**config.mk**
```make
export PLATFORM = sky130hd
export DESIGN_NAME = lap_stopwatch_flat
export DESIGN_NICKNAME = d
export VERILOG_FILES = /design/src/rtl/lap_stopwatch_pkg.sv /design/src/rtl/lap_stopwatch_if.sv /design/src/rtl/lap_stopwatch_counter.sv /design/src/rtl/lap_stopwatch.sv /design/src/flat_wrapper.sv
export SDC_FILE = /design/constraint.sdc
export NUM_CORES = 1
export LEC_CHECK = 0
export ABC_AREA = 1
export ABC_CLOCK_PERIOD_IN_PS = 2900
export CAP_MARGIN = 20
export CELL_PAD_IN_SITES_DETAIL_PLACEMENT = 0
export CELL_PAD_IN_SITES_GLOBAL_PLACEMENT = 1
export CORE_ASPECT_RATIO = 0.75
export CORE_MARGIN = 2
export CORE_UTILIZATION = 42
export CTS_BUF_LIST = sky130_fd_sc_hd__clkbuf_8
export DETAILED_ROUTE_END_ITERATION = 16
export DONT_BUFFER_PORTS = 1
export MAX_ROUTING_LAYER = met4
export PLACE_DENSITY_LB_ADDON = 0.1
export SKIP_LAST_GASP = 1
export SLEW_MARGIN = 20
export SYNTH_ARGS = -nofsm -noshare
export SYNTH_HDL_FRONTEND = slang
export SYNTH_HIERARCHICAL = 1
export SYNTH_SLANG_ARGS = --single-unit
```
**constraint.sdc**
```tcl
create_clock -name clk -period 2.9 [get_ports clk]
set_input_delay 0.58 -clock clk [delete_from_list [all_inputs] [get_ports clk]]
set_output_delay 0.58 -clock clk [all_outputs]
set_load 0.02 [all_outputs]
```
**src/rtl/lap_stopwatch_pkg.sv**
```systemverilog
// Shared types and constants for the lap stopwatch: the packed BCD time
// record, the per-field limits and a couple of BCD helper functions.
package stopwatch_pkg;

  typedef struct packed {
    logic [7:0] min;
    logic [7:0] sec;
    logic [7:0] cs;
  } bcd_time_t;

  localparam logic [7:0] CS_MAX  = 8'h99;
  localparam logic [7:0] SEC_MAX = 8'h59;

  localparam bcd_time_t BCD_ZERO_TIME = '{min: 8'h00, sec: 8'h00, cs: 8'h00};

  // Increment a two-digit BCD value; callers handle the wrap at their own limit
  function automatic logic [7:0] bcd_inc(input logic [7:0] v);
    logic [7:0] r;
    if (v[3:0] == 4'd9) r = {v[7:4] + 4'd1, 4'd0};
    else                r = {v[7:4], v[3:0] + 4'd1};
    return r;
  endfunction

  // Convert a small integer (0..99) into two BCD digits, used for elaboration-time limits
  function automatic logic [7:0] int_to_bcd(input int unsigned v);
    return {4'((v / 10) % 10), 4'(v % 10)};
  endfunction

endpackage

```
**src/rtl/lap_stopwatch_if.sv**
```systemverilog
// Button inputs and display/status outputs of the lap stopwatch, bundled so
// the top level and its bench share one definition. The stopwatch is the
// slave side; whoever presses buttons and reads the digits is the master.
interface lap_stopwatch_if;

  logic       w_button_start;
  logic       w_button_lap;
  logic       w_button_view;

  logic       running;
  logic [7:0] live_min;
  logic [7:0] live_sec;
  logic [7:0] live_cs;
  logic [3:0] view_idx;
  logic [7:0] view_min;
  logic [7:0] view_sec;
  logic [7:0] view_cs;
  logic [3:0] lap_count;
  logic       lap_full;

  modport master (
    output w_button_start, w_button_lap, w_button_view,
    input  running, live_min, live_sec, live_cs, view_idx,
    input  view_min, view_sec, view_cs, lap_count, lap_full
  );

  modport slave (
    input  w_button_start, w_button_lap, w_button_view,
    output running, live_min, live_sec, live_cs, view_idx,
    output view_min, view_sec, view_cs, lap_count, lap_full
  );

endinterface

```
**src/rtl/lap_stopwatch_counter.sv**
```systemverilog
// Cascaded BCD minutes:seconds:centiseconds counter. Advances one centisecond
// per tick, wraps minutes after MIN_MAX back to 00:00:00. A synchronous clear
// beats a coincident tick so the value restarts from exactly zero.
module sw_time_counter
  import stopwatch_pkg::*;
#(
  parameter int MIN_MAX = 99
) (
  input  logic      clk,
  input  logic      reset,
  input  logic      clear,
  input  logic      tick,
  output bcd_time_t o_time
);

  localparam logic [7:0] MIN_LAST = int_to_bcd(MIN_MAX);

  bcd_time_t r_time;

  // Ripple the carry cs -> sec -> min on each tick, keeping every field valid BCD
  always_ff @(posedge clk or negedge reset) begin
    if (!reset) begin
      r_time <= BCD_ZERO_TIME;
    end else if (clear) begin
      r_time <= BCD_ZERO_TIME;
    end else if (tick) begin
      if (r_time.cs != CS_MAX) begin
        r_time.cs <= bcd_inc(r_time.cs);
      end else begin
        r_time.cs <= 8'h00;
        if (r_time.sec != SEC_MAX) begin
          r_time.sec <= bcd_inc(r_time.sec);
        end else begin
          r_time.sec <= 8'h00;
          if (r_time.min != MIN_LAST) r_time.min <= bcd_inc(r_time.min);
          else                        r_time.min <= 8'h00;
        end
      end
    end
  end

  assign o_time = r_time;

endmodule

```
**src/rtl/lap_stopwatch.sv**
```systemverilog
// Lap stopwatch top level: button synchronisers, centisecond prescaler, live
// BCD time counter, lap memory and the view selector.
// Optional macro LAP_SPLIT_DELTA_EN: when defined, a second counter measures
// the time since the previous lap and laps store that split instead of the
// absolute live time.
module lap_stopwatch
  import stopwatch_pkg::*;
#(
  parameter int CLK_DIV = 500000,
  parameter int LAPS    = 4,
  parameter int MIN_MAX = 99
) (
  input  logic           clk,
  input  logic           reset,
  lap_stopwatch_if.slave bus
);

  localparam int             PW         = $clog2(CLK_DIV);
  localparam logic [PW-1:0]  PRESC_LAST = PW'(CLK_DIV - 1);
  localparam logic [3:0]     LAPS_W     = 4'(LAPS);

  logic [2:0]    r_sync1;
  logic [2:0]    r_sync2;
  logic [2:0]    r_prev;
  logic [PW-1:0] r_presc;
  logic          r_running;
  logic [3:0]    r_lap_count;
  logic [3:0]    r_view_idx;
  bcd_time_t     r_view_data;
  bcd_time_t     r_slot [1:LAPS];

  logic [2:0]    w_evt;
  logic          w_start_evt;
  logic          w_lap_evt;
  logic          w_view_evt;
  logic          w_start_ok;
  logic          w_lap_store;
  logic          w_clear;
  logic          w_view_ok;
  logic          w_tick;
  logic [3:0]    w_slot_idx;
  bcd_time_t     w_live_time;
  bcd_time_t     w_store_time;

  // Two-flop synchronisers with inversion (pressed = 1) plus a delayed copy for edge detection
  always_ff @(posedge clk or negedge reset) begin
    if (!reset) begin
      r_sync1 <= '0;
      r_sync2 <= '0;
      r_prev  <= '0;
    end else begin
      r_sync1 <= ~{bus.w_button_view, bus.w_button_lap, bus.w_button_start};
      r_sync2 <= r_sync1;
      r_prev  <= r_sync2;
    end
  end

  // Start beats lap beats view; a lower-priority event in the same cycle is simply dropped
  assign w_evt       = r_sync2 & ~r_prev;
  assign w_start_evt = w_evt[0];
  assign w_lap_evt   = w_evt[1] & ~w_evt[0];
  assign w_view_evt  = w_evt[2] & ~w_evt[1] & ~w_evt[0];

  assign w_start_ok  = w_start_evt && (r_view_idx == 4'd0);
  assign w_lap_store = w_lap_evt && r_running && (r_lap_count < LAPS_W);
  assign w_clear     = w_lap_evt && !r_running;
  assign w_view_ok   = w_view_evt && !r_running;
  assign w_tick      = r_running && (r_presc == PRESC_LAST);
  assign w_slot_idx  = r_lap_count + 4'd1;

  // Centisecond prescaler: free-runs while running, parked at zero otherwise
  always_ff @(posedge clk or negedge reset) begin
    if (!reset) begin
      r_presc <= '0;
    end else if (w_clear || !r_running || (r_presc == PRESC_LAST)) begin
      r_presc <= '0;
    end else begin
      r_presc <= r_presc + PW'(1);
    end
  end

  sw_time_counter #(.MIN_MAX(MIN_MAX)) u_live (
    .clk    (clk),
    .reset  (reset),
    .clear  (w_clear),
    .tick   (w_tick),
    .o_time (w_live_time)
  );

`ifdef LAP_SPLIT_DELTA_EN
  bcd_time_t w_split_time;

  sw_time_counter #(.MIN_MAX(MIN_MAX)) u_split (
    .clk    (clk),
    .reset  (reset),
    .clear  (w_clear | w_lap_store),
    .tick   (w_tick),
    .o_time (w_split_time)
  );

  assign w_store_time = w_split_time;
`else
  assign w_store_time = w_live_time;
`endif

  // Run state, lap memory, view selection and the registered slot readout
  always_ff @(posedge clk or negedge reset) begin
    if (!reset) begin
      r_running   <= 1'b0;
      r_lap_count <= '0;
      r_view_idx  <= '0;
      r_view_data <= BCD_ZERO_TIME;
      for (int i = 1; i <= LAPS; i++) r_slot[i] <= BCD_ZERO_TIME;
    end else begin
      r_view_data <= (r_view_idx == 4'd0) ? BCD_ZERO_TIME : r_slot[r_view_idx];
      if (w_start_ok) r_running <= ~r_running;
      if (w_lap_store) begin
        r_slot[w_slot_idx] <= w_store_time;
        r_lap_count        <= w_slot_idx;
      end
      if (w_clear) begin
        r_lap_count <= '0;
        r_view_idx  <= '0;
        for (int i = 1; i <= LAPS; i++) r_slot[i] <= BCD_ZERO_TIME;
      end
      if (w_view_ok) r_view_idx <= (r_view_idx == LAPS_W) ? 4'd0 : r_view_idx + 4'd1;
    end
  end

  assign bus.running   = r_running;
  assign bus.live_min  = w_live_time.min;
  assign bus.live_sec  = w_live_time.sec;
  assign bus.live_cs   = w_live_time.cs;
  assign bus.view_idx  = r_view_idx;
  assign bus.view_min  = (r_view_idx == 4'd0) ? w_live_time.min : r_view_data.min;
  assign bus.view_sec  = (r_view_idx == 4'd0) ? w_live_time.sec : r_view_data.sec;
  assign bus.view_cs   = (r_view_idx == 4'd0) ? w_live_time.cs  : r_view_data.cs;
  assign bus.lap_count = r_lap_count;
  assign bus.lap_full  = (r_lap_count == LAPS_W);

endmodule

```
**src/flat_wrapper.sv**
```systemverilog
// flat-port wrapper written by rule: the top's interface ports become plain ports
module lap_stopwatch_flat import stopwatch_pkg::*;
#(
  parameter int CLK_DIV = 500000,
  parameter int LAPS    = 4,
  parameter int MIN_MAX = 99
)
  (clk, reset, bus_w_button_start, bus_w_button_lap, bus_w_button_view, bus_running, bus_live_min, bus_live_sec, bus_live_cs, bus_view_idx, bus_view_min, bus_view_sec, bus_view_cs, bus_lap_count, bus_lap_full);
  lap_stopwatch_if bus_i ();
  input  logic clk;
  input  logic reset;
  input wire logic [$bits(bus_i.w_button_start)-1:0] bus_w_button_start;
  input wire logic [$bits(bus_i.w_button_lap)-1:0] bus_w_button_lap;
  input wire logic [$bits(bus_i.w_button_view)-1:0] bus_w_button_view;
  output wire logic [$bits(bus_i.running)-1:0] bus_running;
  output wire logic [$bits(bus_i.live_min)-1:0] bus_live_min;
  output wire logic [$bits(bus_i.live_sec)-1:0] bus_live_sec;
  output wire logic [$bits(bus_i.live_cs)-1:0] bus_live_cs;
  output wire logic [$bits(bus_i.view_idx)-1:0] bus_view_idx;
  output wire logic [$bits(bus_i.view_min)-1:0] bus_view_min;
  output wire logic [$bits(bus_i.view_sec)-1:0] bus_view_sec;
  output wire logic [$bits(bus_i.view_cs)-1:0] bus_view_cs;
  output wire logic [$bits(bus_i.lap_count)-1:0] bus_lap_count;
  output wire logic [$bits(bus_i.lap_full)-1:0] bus_lap_full;
  assign bus_i.w_button_start = bus_w_button_start;
  assign bus_i.w_button_lap = bus_w_button_lap;
  assign bus_i.w_button_view = bus_w_button_view;
  assign bus_running = bus_i.running;
  assign bus_live_min = bus_i.live_min;
  assign bus_live_sec = bus_i.live_sec;
  assign bus_live_cs = bus_i.live_cs;
  assign bus_view_idx = bus_i.view_idx;
  assign bus_view_min = bus_i.view_min;
  assign bus_view_sec = bus_i.view_sec;
  assign bus_view_cs = bus_i.view_cs;
  assign bus_lap_count = bus_i.lap_count;
  assign bus_lap_full = bus_i.lap_full;
  lap_stopwatch #(.CLK_DIV(CLK_DIV), .LAPS(LAPS), .MIN_MAX(MIN_MAX)) u_core (.clk(clk), .reset(reset), .bus(bus_i));
endmodule
```
== After elaboration in Yosys (flattened, before gate mapping) ==
Index checks and enable logic that the tools add are counted.

* Output and inout port bits: 58
* Input port bits: 5
* Bits in registers: 181

* Mux-type cells: 28
* Reductions and logical operators: 19
* Magnitude comparators: 4
* Bitwise logic cells: 11
* Add/subtract/negate cells: 9
* Eq/ne operators: 14

{| class="wikitable"
|+ Operators by type and width
! kind !! count
|-
| 96-bit two-way mux || 2
|-
| 24-bit two-way mux || 6
|-
| 96-bit bitwise mux || 1
|-
| 8-bit two-way mux || 10
|-
| 24-bit binary-select mux with 3-bit select || 1
|-
| 24-bit demux with 3-bit select || 1
|-
| 4-bit by 1-bit adder with 4-bit output (second input constant) || 8
|-
| 4-bit two-way mux || 5
|-
| 19-bit by 1-bit adder with 19-bit output (second input constant) || 1
|-
| 19-bit equality test (second input constant) || 1
|-
| 19-bit two-way mux || 1
|-
| 16-bit two-way mux || 1
|-
| 8-bit inequality test (second input constant) || 2
|-
| 4-bit equality test (second input constant) || 3
|-
| 5-bit by 4-bit >= comparator with 1-bit output (second input constant) || 2
|-
| 4-bit NOT with 5-bit output || 2
|-
| 3-bit by 1-bit inequality test with 1-bit output (second input constant) || 3
|-
| 4-bit by 3-bit equality test with 1-bit output (second input constant) || 2
|-
| 8-bit by 7-bit inequality test with 1-bit output (second input constant) || 1
|-
| 1-bit logical AND || 7
|-
| 3-bit NOT || 2
|-
| 3-bit AND reduction || 2
|-
| 2-bit nonzero test || 3
|-
| 5-bit by 1-bit < comparator with 1-bit output (second input constant) || 1
|-
| other kinds (10) || 17
|}

== Depth between registers and ports, before layout ==
Gate-level depths: netlist (run 1).

* Depth in word-level cells: 9
* Depth in mapped cells: 13
* Depth with buffers taken out: 13

== Hierarchy ==
Netlist (run 1), hierarchy kept.

{| class="wikitable"
|+ By module, submodules not included
! module !! cells each !! times used !! area an instance (um^2)
|-
| lap_stopwatch || 957 || 1 || 7626.1
|-
| sw_time_counter || 195 || 1 || 1606.5
|}

== Worst setup path before layout (run 1) ==
OpenSTA, ideal clock, no wires.

* Kind: register -> output
* Start point: reg u_core.r_view_idx[1] (netlist: u_core/bus.view_idx[1])
* End point: out bus_view_cs[0]
* Data required time: 2.320 ns
* Path slack: 0.336 ns
* Path buffers: 3
* Arrival time: 1.984 ns
* Stages on the path, launching flop included: 11
* Cells stage by stage: dfrtp_1 > buf_2 > clkinv_1 > buf_2 > ha_1 > inv_1 > nor3_2 > inv_1 > clkbuf_1 > nand2_1 > nand2_1

* Longest elaborated chain between the ends: 2

{| class="wikitable"
|+ Ends and longest elaborated chain
! element !! RTL line !! text
|-
| from (decl) || lap_stopwatch.sv:28 || <nowiki>logic [3:0] r_view_idx;</nowiki>
|-
| from (signal assigned) || lap_stopwatch.sv:126 || <nowiki>if (w_view_ok) r_view_idx <= (r_view_idx == LAPS_W) ? 4'd0 : r_view_idx + 4'd1;</nowiki>
|-
| 4-bit logical NOT || lap_stopwatch.sv:137 || <nowiki>assign bus.view_cs = (r_view_idx == 4'd0) ? w_live_time.cs : r_view_data.cs;</nowiki>
|-
| 8-bit two-way mux || lap_stopwatch.sv:137 ||
|-
| to (decl) || flat_wrapper.sv:22 || <nowiki>output wire logic [$bits(bus_i.view_cs)-1:0] bus_view_cs;</nowiki>
|}

No other way between the ends.

== Worst setup path in the final report (run 1) ==
* Start point: reg u_core.r_view_idx[0] (netlist: u_core/bus.view_idx[0])
* End point: out bus_view_cs[6]

The elaborated chain is that of the path after synthesis.

==> results of run 1 <==
-- worst min-delay path by stage --
stage,slack (ps),endpoint,depth (start not counted)
floorplan,280,u_core/bus.lap_count[0],0
global placement,290,u_core/bus.lap_count[1],0
detailed placement,290,u_core/r_sync1[1],0
CTS,-240,u_core/bus.lap_count[1],0
global route,-250,u_core/bus.lap_count[1],0
finish,-200,u_core/bus.view_idx[2],0
-- layout make-up --
cell class,count,share of cell area (%)
sequential,181,46.1
multi-input combinational,845,41.7
tap,288,3.67
inverter,75,2.92
clock buffer,17,2.38
clock inverter,15,1.80
timing repair buffer,16,1.35
-- cells in the mapped netlist, drive strengths merged --
cell,instances
dfrtp,181
nand3b,3
xor2,15
o21ai,87
inv,74
ha,17
clkbuf,12
nor3,5
xnor2,5
a21oi,25
buf,39
nor3b,1
or2,3
o21bai,4
nand3,113
nand4,8
o22ai,2
nor2,103
clkinv,1
nand2,452
mux2i,1
o21a,1
-- per-layer routing --
metal	wire length, um	vias to the layer above	GRT usage [%]
met2	10700	147	33.1
met3	1180	14	4.15
met1	11700	3451	31.2
met5	0	-	-
met4	273	0	4.63
li1	-	3622	-
-- registers in the layout (all words and copies together) (netlist names) --
register,cells
u_core/u_live/o_time,24
u_core/r_view_data,24
u_core/r_sync1,3
u_core/bus.view_idx,4
u_core/r_prev,3
u_core/bus.running,1
u_core/r_presc,19
u_core/r_slot,96
u_core/r_sync2,3
u_core/bus.lap_count,4
-- power groups by stage --
| stage | clock network, W | registers [W] | logic, W |
|---|---|---|---|
| 2_1_floorplan | 0 | 0.00278 | 0.00121 |
| 3_3_place_gp | 0 | 0.00276 | 0.00171 |
| 3_5_place_dp | 0 | 0.00276 | 0.00170 |
| 4_1_cts | 0.00189 | 0.00271 | 0.00170 |
| 5_1_grt | 0.00199 | 0.00272 | 0.00186 |
| 6_report | 0.00185 | 0.00271 | 0.00170 |
-- worst max-delay path: cells and delay by family (launching register included) --
kind | cells | cell delay (ps)
buf+inv | 3 | 560
simple gates | 3 | 430
flops | 1 | 420
fa+ha+maj | 1 | 130
-- logic make-up (layout without fill, tap and decap cells) --
logic type | count (synthesis) | in the layout | synth area share (%)
xor+xnor | 20 | 20 | 1.98
simple gates | 688 | 688 | 33.1
fa+ha+maj | 17 | 17 | 2.30
flops | 181 | 181 | 49.1
mux | 1 | 1 | 0.108
compound gates | 119 | 119 | 6.86
buf+inv | 126 | 123 | 6.63
-- metrics by stage --
| stage | hold slack [ps] | total power, W | util, % | worst slack (ps) | cell area, sq um |
|---|---|---|---|---|---|
| CTS | -236 | 0.00630 | 46.0 | 246 | 9820 |
| detailed placement | 290 | 0.00446 | 44.1 | 405 | 9410 |
| global placement | 290 | 0.00446 | 44.1 | 492 | 9410 |
| finish | -203 | 0.00625 | 46.0 | 287 | 9820 |
| global route | -246 | 0.00657 | 46.0 | 124 | 9820 |
| floorplan | 284 | 0.00398 | - | 336 | 9230 |
==> metrics, run 1 <==
Logic pwr share 27.1%; most common cell after layout, fill and taps aside nand2_1; CP max-delay cell buf_4; Finished Layout Cells 1,437; DRC 0; Yosys top cell by area dfrtp_1; Ant. Diodes 0; Port Buffers 0; largest stage delay on the critical path 430 ps; Fillers 2,184; crit-path cells inv_2 -> ha_1 -> inv_1 -> nor3_4 -> buf_4 -> nand2_1 -> nand2_1; reg2reg path depth 12; number of CTS-inserted buffers 17; Clock Sinks 181; number of setup violations in the final report 0; final hold viol count 181; status finished with violations; Tcrit/Tclk final 90.1%; Avg Vias per Cell 5.03; min cycle time layout 2610 ps; Worst-path clk slew 110 ps; crit path launch u_core/bus.view_idx[0]; Final nets 1,158; htree depth 4; Horiz. Die Dim 175 um; CP max FO 36; max cap viols 0; CP dominant cell by count nand2_1; Worst R2R Setup Slack 450 ps; fin. max-slew vios 0; routability congestion estimate 0.771; Root Driver clkbuf_8; most frequent cells in the layout nand2_1, dfrtp_1, nand3_1; synth unique cells 41; area of the multi-input gates 0.00410 sq mm; RSZ-0062 raised after global routing no; leakage power 5.01 nW; FF/Latch Area 0.00453 sq mm; Reg-to-Reg Start u_core/r_presc[0]; WP data required 2320 ps; GRT Residual Overflow 0; top cells by area, synth dfrtp_1, nand2_1, nand3_1; Psw 0.00243 W; CP Class reg -> out; Seq/Total Area, Yosys 49.1%; Clock Path Buffers 2; area grow syn2layout 6.34%; Worst Setup EP bus_view_cs[6]; f_max 0.383 GHz; Int Power 0.00383 W; vias in the first global route 6,959; Data arrival, critical path 2030 ps; largest net degree at the start of global routing 182; Reg-to-Reg End u_core/u_live/o_time[13]; area share of the largest cell type after synthesis 49.1%; Min-Delay Path Class in -> async; Mapped Cells 1,152; I/O Pins 63; final WL 23,900 um; skew final 13.2 ps; DP HPWL 14,900 um; TNS Setup 0 ps; Die Span Y 132 um; initial antenna violation count 0; Yosys warnings 6; detailed router's first-iteration violation count 525; worst rel slew slack 57.7%; layout cells sized above 1 11.2%; crit end category primary output; initial core utilization 43.2%; via count 7,234; Worst-Skew Late Latency 470 ps; gr usage total 22.1%; worst-margin pin slew 633 ps; Core Area 0.0214 sq mm; Cell Rows 46; Sw Share 38.8%; synthesized area 0.00923 sq mm; Synth Area per Inst 8.01 sq um; First-pass DRT Iterations 5; PD cells 637 mW/mm^2; Post-CTS Setup Bufs 0; Avg WL per Cell 16.6 um; Inst Count DP 1,405; maximum vdd drop 0.000603 V; syn_nets 1,174; flop and latch count out of synthesis 181; global-route wire length before repair 38,800 um; clock share of power 29.6%; Min Hold Slack -203 ps; die area 0.0232 sq mm; Sequential Power Share 43.3%; Post-DRT Antenna Nets 0; CTS tree built; Post-CTS Resized 0; critical path startpoint category register; failing checks hold timing
Power figures use the tool's default switching activity.
==> inputs of run 2 (changes only) <==
MAX_ROUTING_LAYER = not set   (was met4)
==> metrics, run 2 (same netlist as run 1, synthesis figures left out) <==
max FFs per register 96; CP dominant cell by count nand2_1; Fillers 2,184; final WL 23,900 um; number of setup violations in the final report 0; Core Area 0.0214 sq mm; Clock Sinks 181; I/O Pins 63; initial core utilization 43.2%; critical path startpoint category register; Post-CTS Setup Bufs 0; Tcrit/Tclk final 89.7%; number of CTS-inserted buffers 17; CP max-delay cell buf_4; Horiz. Die Dim 175 um; final hold viol count 181; Post-CTS Resized 0; Min Hold Slack -194 ps; Avg Vias per Cell 5.03; Top delay family on crit path buffers and inverters; Ant. Diodes 0; largest net degree at the start of global routing 182; via count 7,224; most common cell after layout, fill and taps aside nand2_1; worst-margin pin slew 639 ps; maximum vdd drop 0.000606 V; CTS tree built; DP HPWL 14,900 um; post-route cell area 0.00982 sq mm; Root Driver clkbuf_8; skew final 12.3 ps; GRT Residual Overflow 0; detailed router's first-iteration violation count 592; crit-path cells inv_2 -> ha_1 -> inv_1 -> nor3_4 -> buf_4 -> nand2_1 -> nand2_1; layout cells sized above 1 11.2%; PD cells 635 mW/mm^2; Cell Rows 46; most frequent cells in the layout nand2_1, dfrtp_1, nand3_1; CP Class reg -> out; status finished with violations; Clock Path Buffers 2; Avg WL per Cell 16.6 um; Min-Delay Path Class in -> async; global-route wire length before repair 38,700 um; crit end category primary output; initial antenna violation count 0; htree depth 4; Port Buffers 0; Final nets 1,158; largest stage delay on the critical path 430 ps; Reg with most FFs u_core/r_slot; CP max FO 36; Die Span Y 132 um; Data arrival, critical path 2020 ps; worst rel slew slack 57.3%; f_max 0.384 GHz; area grow syn2layout 6.34%; routability congestion estimate 0.761; vias in the first global route 6,959; gr usage total 21.4%; RSZ-0062 raised after global routing no; leakage power 5.01 nW; failing checks hold timing; TNS Setup 0 ps; min cycle time layout 2600 ps; max cap viols 0; fin. max-slew vios 0; WP data required 2320 ps; Post-DRT Antenna Nets 0; First-pass DRT Iterations 5; DP Area 0.00941 sq mm; Worst-path clk slew 100 ps; die area 0.0232 sq mm; Worst-Skew Late Latency 460 ps; DRC 0; CP bufs+invs 3
-- run 2: cell counts in the layout (fill, tap and decap cells not counted) --
No cell type changed its count.
-- run 2: final cells by class --
cell class	count	area [sq um]	area share (%)
inverter	75	287	2.92
multi-input combinational	845	4100	41.7
clock buffer	17	234	2.38
sequential	181	4530	46.1
tap	288	360	3.67
clock inverter	15	176	1.80
timing repair buffer	16	133	1.35
-- run 2: power by group --
part / switching, W / total, W / leakage, nW / internal [W]
combinational: 0.00134 / 0.00170 / 2.30 / 0.000356
sequential: 0.0000959 / 0.00271 / 2.50 / 0.00261
clock: 0.000974 / 0.00183 / 0.203 / 0.000858
-- run 2: final timing paths --
| kind | from | depth (start not counted) | endpoint | slack, ps |
|---|---|---|---|---|
| min in group clk | bus_w_button_view | 1 | u_core/r_sync1[2] | 170 |
| worst min-delay path | reset | 0 | u_core/bus.lap_count[1] | -190 |
| worst min register to register | u_core/r_sync1[1] | 0 | u_core/r_sync2[1] | 360 |
| worst max-delay path | u_core/bus.view_idx[0] | 7 | bus_view_cs[6] | 300 |
| max in group asynchronous | reset | 0 | u_core/r_slot[49] | 2690 |
| worst max register to register | u_core/r_presc[0] | 12 | u_core/u_live/o_time[19] | 440 |
-- run 2: stage by stage --
stage	cells	setup WS [ps]	power [W]	util [%]	hold WS (ps)
after floorplan	1152	336	0.00398	-	284
after global placement	1405	492	0.00446	44.1	290
after detailed placement	1405	405	0.00446	44.1	290
after CTS	1437	246	0.00630	46.0	-236
after global routing	1437	122	0.00657	46.0	-249
final	1437	298	0.00624	46.0	-194
-- run 2: metal layers --
metal  share of wire, %  up-vias  track usage (%)
met3                4.5       16             4.27
met1                 49     3449             30.9
met4                1.2        0             4.63
li1                   -     3617                -
met5                  0        -                0
met2                 45      142             33.2
==> inputs of run 3 (changes only) <==
GPL_TIMING_DRIVEN = 0   (was not set)
SYNTH_HIERARCHICAL = not set   (was 1)
==> metrics, run 3 <==
WP data required 2320 ps; leakage power 4.91 nW; gr usage total 27.1%; largest stage delay on the critical path 530 ps; final hold viol count 181; fin. max-slew vios 0; Post-synth top cells nand2_1, dfrtp_1, nand3_1, inv_1, o21ai_0; flop and latch count out of synthesis 181; top routing layer in use met4; detailed router's first-iteration violation count 706; Final nets 1,145; Avg WL per Cell 19.9 um; Die Span Y 130 um; Yosys top cell by area dfrtp_1; global-route wire length before repair 44,500 um; CP Class reg -> out; maximum vdd drop 0.000391 V; final WL 28,300 um; min cycle time layout 2800 ps; max cap viols 0; clock share of power 23.4%; fin util 49.5%; largest net degree at the start of global routing 182; FFs w/ async S/R, synth 100%; met1 WL 14,300 um; synth unique cells 34; area grow syn2layout 14.1%; status finished with violations; synthesized area 0.00886 sq mm; RSZ-0062 raised after global routing no; worst-margin pin slew 730 ps; Worst-Skew Late Latency 480 ps; CP max FO 7; initial antenna violation count 0; vias in the first global route 7,371; layout cells sized above 1 11.3%; Synth Area per Inst 8.10 sq um; First-pass DRT Iterations 7; Cell Rows 45; initial core utilization 43.3%; most common cell after layout, fill and taps aside nand2_1; GRT Residual Overflow 0; Post-DRT Antenna Nets 0; Root Driver clkbuf_8; PD cells 769 mW/mm^2; DP HPWL 19,700 um; DRC 0; Yosys warnings 0; metal3 WL 1830 um; most frequent cells in the layout nand2_1, dfrtp_1, nand3_1; critical path startpoint category register; htree depth 4; number of CTS-inserted buffers 17; Synth Flop Type dfrtp_1; Logic pwr share 37.9%; Post-synth EDFFs 0; CP max-delay cell dfrtp_2; skew final 19.5 ps; Psw 0.00333 W; Worst-path clk slew 110 ps; Core Area 0.0204 sq mm; CTS tree built; I/O Pins 63; Reg with most FFs u_core.r_slot; Horiz. Die Dim 172 um; Tcrit/Tclk final 96.7%; failing checks hold timing; crit-path cells clkinvlp_4 -> ha_4 -> nand2_4 -> nor2_4 -> buf_12 -> clkinvlp_4 -> buf_12 -> clkbuf_8 -> nand2_1 -> nand2_1; Int Power 0.00445 W; Avg Vias per Cell 5.29; area share of the largest cell type after synthesis 51.1%; Data arrival, critical path 2220 ps; Sequential Power Share 38.6%; most common cell in the synthesized netlist nand2_1; Min Hold Slack -222 ps; Sw Share 42.8%; Port Buffers 0; worst rel slew slack 51.4%; Ant. Diodes 0; Min-Delay Path Class in -> async; Mapped Cells 1,093; number of setup violations in the final report 0; via count 7,504; crit end category primary output; DR WL met2 11,800 um; Seq/Total Area, Yosys 51.1%; top cells by area, synth dfrtp_1, nand2_1, nand3_1; die area 0.0223 sq mm; syn_nets 1,115; TNS Setup 0 ps; Clock Path Buffers 2; max FFs per register 96; Clock Sinks 181; routability congestion estimate 0.810; f_max 0.357 GHz
run 3: stage by stage:
step                      cells  hold slack, ps  cell area, sq um  worst slack (ps)  total power [W]
after CTS                  1415            -246             10100             -36.9          0.00773
after global routing       1418            -259             10100              10.9          0.00817
after global placement     1375             287              9210             -1670          0.00521
after floorplan            1093             284              8860              -126          0.00434
after detailed placement   1375             288              9210             -1710          0.00521
final                      1418            -222             10100              96.8          0.00777
run 3: cell type report:
class	count	area (sq um)
Buffer	58	349
Tap cell	282	353
Fill cell	2027	10300
Clock inverter	15	171
Timing Repair Buffer	14	160
Sequential cell	181	4530
Multi-Input combinational cell	737	3860
Inverter	114	448
Clock buffer	17	234
run 3: cell families (layout without fill, tap and decap cells):
family | count (synthesis) | in the layout | synth area share (%)
AOI/OAI and AO/OA | 185 | 185 | 11.0
xor gates and xnor gates | 24 | 24 | 2.46
adders and majority gates | 17 | 17 | 2.40
buffers and inverters | 175 | 218 | 8.14
DFF | 181 | 181 | 51.1
and+or+nand+nor | 511 | 511 | 24.8
run 3: what timing repair did:
action | CTS | global route
setup buffers | 7 | 4
setup endpoints to repair | 49 | 24
pin swaps | 4 | 3
resized for setup | 84 | 11
hold endpoints to repair | 181 | 181
cloned | 3 | 0
run 3: layer usage:
layer	GRT usage, %	vias to the layer above
met1	41.7	3674
met2	38.7	194
li1	-	3616
met3	6.58	20
met5	0	-
met4	5.33	0
run 3: worst max-delay path, delay by kind of cell (launching register included):
kind	cells	cell delay (ps)
and+or+nand+nor	4	330
DFF	1	530
buffers and inverters	5	700
adders and majority gates	1	180
run 3: path summary, 6_finish.rpt:
kind / startpoint / slack (ps) / endpoint / cells after the start
max in group asynchronous: reset / 2780 / u_core.r_slot[3] / 0
min: reset / -220 / u_core.r_sync1[1] / 0
min reg2reg: u_core.r_sync1[1] / 360 / u_core.r_sync2[1] / 0
max: u_core.bus.view_idx[0] / 100 / bus_view_min[4] / 10
max reg2reg: u_core.bus.view_idx[0] / 320 / u_core.r_view_data[9] / 9
min in group clk: bus_w_button_view / 140 / u_core.r_sync1[2] / 1
run 3: power by group through the flow:
| stage | registers, W | clock network (W) | logic [W] |
|---|---|---|---|
| final | 0.00300 | 0.00182 | 0.00295 |
| after global routing | 0.00304 | 0.00195 | 0.00318 |
| after CTS | 0.00299 | 0.00185 | 0.00289 |
| after detailed placement | 0.00303 | 0 | 0.00218 |
| after global placement | 0.00303 | 0 | 0.00219 |
| after floorplan | 0.00296 | 0 | 0.00138 |
